[src/rtl/sync_down_counter.sv]
// Synchronous loadable down-counter / interval timer.
// One-shot or auto-reload mode with a registered terminal-count pulse.
module sync_down_counter #(
    parameter int WIDTH = 4
) (
    input  logic             clk,
    input  logic             rst,
    input  logic             load,
    input  logic [WIDTH-1:0] load_val,
    input  logic             auto_reload,
    input  logic             en,
    output logic [WIDTH-1:0] q,
    output logic             busy,
    output logic             done,
    output logic             zero
);

    typedef enum logic {
        IDLE = 1'b0,
        RUN  = 1'b1
    } state_t;

    state_t           state_q, state_d;
    logic [WIDTH-1:0] q_q, q_d;
    logic [WIDTH-1:0] reload_q, reload_d;
    logic             mode_q, mode_d;
    logic             done_q, done_d;

    always_ff @(posedge clk) begin
        if (rst) begin
            state_q  <= IDLE;
            q_q      <= '0;
            reload_q <= '0;
            mode_q   <= 1'b0;
            done_q   <= 1'b0;
        end else begin
            state_q  <= state_d;
            q_q      <= q_d;
            reload_q <= reload_d;
            mode_q   <= mode_d;
            done_q   <= done_d;
        end
    end

    always_comb begin
        state_d  = state_q;
        q_d      = q_q;
        reload_d = reload_q;
        mode_d   = mode_q;
        done_d   = 1'b0;
        if (load) begin
            q_d      = load_val;
            reload_d = load_val;
            mode_d   = auto_reload;
            state_d  = (load_val != '0) ? RUN : IDLE;
        end else begin
            unique case (state_q)
                IDLE: ;
                RUN: begin
                    if (en) begin
                        // q==1 is decoded explicitly, so q never wraps below 0
                        if (q_q == WIDTH'(1)) begin
                            done_d = 1'b1;
                            if (mode_q) begin
                                q_d = reload_q;
                            end else begin
                                q_d     = '0;
                                state_d = IDLE;
                            end
                        end else begin
                            q_d = q_q - WIDTH'(1);
                        end
                    end
                end
                default: state_d = IDLE;
            endcase
        end
    end

    assign q    = q_q;
    assign busy = (state_q == RUN);
    assign done = done_q;
    assign zero = (q_q == '0);

endmodule

[config.mk]
export PLATFORM = sky130hd
export DESIGN_NAME = sync_down_counter
export DESIGN_NICKNAME = d
export VERILOG_FILES = /design/src/rtl/sync_down_counter.sv
export SDC_FILE = /design/constraint.sdc
export NUM_CORES = 1
export LEC_CHECK = 0
export ABC_AREA = 1
export BUFFER_PORTS_ARGS = -buffer_cell sky130_fd_sc_hd__buf_2
export CORE_UTILIZATION = 44
export CTS_CLUSTER_SIZE = 12
export DETAILED_ROUTE_END_ITERATION = 10
export PLACE_DENSITY = 0.71
export SETUP_SLACK_MARGIN = 0.4
export SKIP_LAST_GASP = 1
export SLEW_MARGIN = 20
export SYNTH_ARGS = -nofsm -noshare
export SYNTH_HDL_FRONTEND = slang
export SYNTH_SLANG_ARGS = --single-unit
[constraint.sdc]
create_clock -name clk -period 1 [get_ports clk]
set_clock_uncertainty 0.05 [all_clocks]
set_input_delay 0.2 -clock clk [delete_from_list [all_inputs] [get_ports clk]]
set_output_delay 0.2 -clock clk [all_outputs]
set_load 0.03 [all_outputs]
Yosys cells after proc, flatten, opt, wreduce, memory -nomap -nowiden
Cells that the tools add are included.
- register bits after elaboration: 11
- output and inout bits: 7
- $add $sub $neg: 1
- equal/unequal tests: 1
- multiplexer cells: 12
- bitwise logic cells: 2
- reduce and logical (&&, ||, !) cells: 6
- operator list (cell ; count):
    $mux W4 ; 5
    $mux W1 ; 7
    $eq A4 B1 Y1 const B ; 1
    $logic_not A4 Y1 ; 1
    $reduce_bool A2 Y1 ; 2
    $reduce_bool A4 Y1 ; 1
    $reduce_or A4 Y1 ; 1
    $sub A4 B1 Y4 const B ; 1
    $not A1 Y1 ; 2
    $reduce_and A2 Y1 ; 1

Depth between registers and ports, before layout
- word-level depth: 5
- mapped depth: 8
- gate-level depth less buffers: 8

Worst setup path after synthesis
OpenSTA, ideal clock, no wires.
- kind: register to output
- from: reg q_q[0], in the netlist q[0]
- to: out zero
- arrival: 1428 ps
- data required time: 750 ps
- slack: -678 ps
- stages on the path, launching flop included: 4
- buffers on the path: 0
- cell sequence: dfxtp_1 > inv_1 > ha_1 > nor3b_1
- word-level cells in the longest chain between the ends: 1
- RTL lines (item ; RTL line ; text):
    start, declared ; 24 ; logic [WIDTH-1:0] q_q, q_d;
    start signal, assigned ; 38 ; q_q <= q_d;
    $logic_not A4 Y1 ; 83 ; assign zero = (q_q == '0);
    end, declared ; 15 ; output logic zero
Every way passes these cells.

Worst setup path after layout
Ends and elaborated chain as after synthesis.

==> out/qor.log <==
[status] status finished with violations
[status] violations in the final reports negative setup slack
[yosys] Synth async-reset ratio 0
[layout] final core utilization 0.806
[drt] Avg WL per Cell 12.2 um
[critical_path] capturing element type of the critical path primary output
[yosys] most frequently used flop master after synthesis sky130_fd_sc_hd__dfxtp_1
[timing] RSZ-0062 raised after global routing true
[yosys] main area contributors after synthesis sky130_fd_sc_hd__dfxtp_1 (35%), sky130_fd_sc_hd__nand2_1 (18%), sky130_fd_sc_hd__a21oi_1 (8.1%)
[critical_path] slowest stage cell, crit path sky130_fd_sc_hd__dfxtp_4
[yosys] sequential fraction of the synthesis area 0.355
[placed_design] worst slack after detailed placement -0.173 ns
[critical_path] arrival time at the worst endpoint 1.13 ns
[flow_run] total of max-cap violations 0
[power] pwr dens 1200 mW/mm2
[drt] antenna violation net count after detailed routing 0
[grt] Overall Global Routing Usage 0.234
[timing] number of failing hold endpoints at the final stage 0
[critical_path] kind of launch point of the worst setup path register
[placed_design] port buffer count 15
[layout] FILL cells 91
[layout] Area growth, synth to finish 69.0%
[timing] setup slack after layout -0.382 ns
[timing] actual transition at the worst max-transition pin 0.258 ns
[clock_network] root cell of the clock tree sky130_fd_sc_hd__clkbuf_4
[timing] Max Fclk 0.724 GHz
[critical_path] reg2reg start q[0]
[grt] antenna violations before repair 0
[clock_network] TritonCTS clock tree built
[floorplan] placeable core region 0.00130 mm2
[clock_network] deepest clock path buffer count 2
[layout] count of antenna diodes in the layout 0
[critical_path] R2R cell count 7
[drt] detailed-router iteration count before antenna repair 4
[power] Leak 0.468 nW
[timing] final critical-path share of the clock period 1.38
[yosys] number of cells produced by synthesis 90
[yosys] area share of the largest cell type after synthesis 0.355
[layout] multi-input gate area in the final layout 449 um2
[grt] first-pass GRT wire length 2.44 mm
[yosys] synth warn 0
[yosys] cell with the most instances after synthesis sky130_fd_sc_hd__nand2_1
[grt] largest net degree at the start of global routing 9
[timing] number of failing setup endpoints in the final timing report 12
[clock_network] Worst-path clk slew 0.07 ns
[critical_path] end of the worst register-to-register path q[0]
[power] Max VDD drop 0.000737 V
[critical_path] startpoint-to-endpoint class of the critical path reg -> out
[yosys] most frequent cells after synthesis sky130_fd_sc_hd__nand2_1 (30), sky130_fd_sc_hd__dfxtp_1 (11), sky130_fd_sc_hd__a21oi_1 (10), sky130_fd_sc_hd__inv_1 (10), sky130_fd_sc_hd__nand3_1 (8)
[drt] total wirelength of the detailed-routed design 1.67 mm
[clock_network] number of sinks driven by the clock tree 11
[timing] smallest hold slack 0.115 ns
[floorplan] num rows 13
[clock_network] H-Tree Depth 1
[clock_network] clock latency on the worst-skew pair 0.28 ns
[timing] final critical delay including setup and external delays 1.38 ns
[timing] Max Transition Viols Final 0
[drt] via count 668
[grt] number of global-route vias before repair 597
[drt] starting DRC count in detailed routing 16
[yosys] syn nets 102
[critical_path] launching element of the worst setup path q[0]
[drt] average vias per placed instance 4.88
[critical_path] setup slack of the worst register-to-register path -0.26 ns
[floorplan] Horiz. Die Dim 39.6 um
[clock_network] Num CTS Buffers 3
[clock_network] cts-stage hold buffer count 0
[floorplan] die height 39.6 um
[critical_path] sequence of cells on the critical path inv_4, ha_4, nor3b_4, buf_6
[hold_path] Worst Hold Launch auto_reload
[hold_path] hold-critical path depth 3
[yosys] count of flip-flops with a built-in enable after synthesis 0
[layout] storage element area 251 um2
[grt] final global-route overflow total 0
[hold_path] worst hold endpoint mode_q
[yosys] post-synthesis cell area 621 um2
[timing] Rel. slew slack 0.828
[critical_path] endpoint required time on the critical path 0.75 ns
[yosys] number of register bits inferred by synthesis 11
[yosys] syn_area_per_cell 6.90 um2
[placed_design] GPL Wtd Cong 0.803
[critical_path] CP max stage delay 0.35 ns
[floorplan] Die ar. 0.00156 mm2
[hold_path] type of the worst min-delay path in -> reg
[critical_path] peak fanout along the critical path 2
[yosys] library cells used by synthesis 18
[floorplan] Initial Util 0.477
[power] overall power after layout 1.26 mW
[layout] Final nets 135
[placed_design] final HPWL from detailed placement 1.01 mm
[yosys] largest area contributor in the netlist sky130_fd_sc_hd__dfxtp_1
[floorplan] number of top-level design ports 16
[layout] share of cells above drive strength 1 0.557
[drt] Residual DRC 0
==> cells by family after synthesis <==
group                    Yosys count  synth area share
flip-flops                        11             0.355
AO/OA/AOI/OAI                     15             0.125
buffers and inverters             13             0.103
adder cells (fa/ha/maj)            3            0.0605
AND/OR/NAND/NOR                   48             0.357
==> stage by stage <==
step	std cells	area [um2]	TNS [ns]
after floorplan	90	673	-0.896
after global placement	123	788	-0.878
after detailed placement	123	788	-1.01
after CTS	135	965	-1.78
after global routing	137	1050	-2.77
final	137	1050	-2.33
==> final cells by class <==
cell class	count	area share
clock buffers	4	0.0251
inverters	11	0.0513
multi-input cells	66	0.428
flip-flops and latches	11	0.240
well taps	15	0.0179
repair buffers	30	0.237
==> repair_timing <==
item                       CTS  global route
pin swaps                    1             5
resized for setup           29            15
setup endpoints to repair   18            18
hold endpoints to repair     0             0
setup buffers                8             2
==> registers in the layout (all words and copies together), names as in the netlist <==
signal and cells:
done 1, mode_q 1, q 4, reload_q 4, busy 1
==> routing by layer <==
metal	GRT usage	wire length [um]
met3	0.0511	68
met4	0.129	34
met1	0.286	710
met2	0.373	858
met5	0	0
==> layout by cell type, fill, tap and decap left out, types with 3 or more instances in the layout <==
cell type | Yosys | routed
sky130_fd_sc_hd__buf_4 | 0 | 12
sky130_fd_sc_hd__nand2_1 | 30 | 27
sky130_fd_sc_hd__buf_6 | 1 | 11
sky130_fd_sc_hd__nor2_1 | 4 | 3
sky130_fd_sc_hd__dfxtp_2 | 0 | 4
sky130_fd_sc_hd__inv_1 | 10 | 8
sky130_fd_sc_hd__buf_2 | 0 | 7
sky130_fd_sc_hd__ha_4 | 0 | 3
sky130_fd_sc_hd__dfxtp_4 | 0 | 7
sky130_fd_sc_hd__nand3_2 | 0 | 3
sky130_fd_sc_hd__a21oi_1 | 10 | 5
sky130_fd_sc_hd__nand2_2 | 0 | 3
sky130_fd_sc_hd__a21oi_2 | 0 | 5
sky130_fd_sc_hd__nand3_1 | 8 | 5
sky130_fd_sc_hd__clkbuf_4 | 0 | 3
==> worst max-delay path: cells and delay by family, from the launching register on <==
kind / cells / cell delay, ns
AND/OR/NAND/NOR: 1 / 0.17
flip-flops: 1 / 0.35
buffers and inverters: 2 / 0.22
adder cells (fa/ha/maj): 1 / 0.11
==> worst max-delay path by stage <==
stage,endpoint,cells past startpoint
floorplan,zero,3
global placement,q[0],6
detailed placement,q[0],6
CTS,zero,4
global route,zero,4
finish,zero,4
==> power by group <==
part,internal [mW],leakage (nW),switching (mW)
registers,0.465,0.0968,0.0307
logic,0.215,0.357,0.242
clock network,0.155,0.0150,0.155
(Power assumes the default switching activity.)
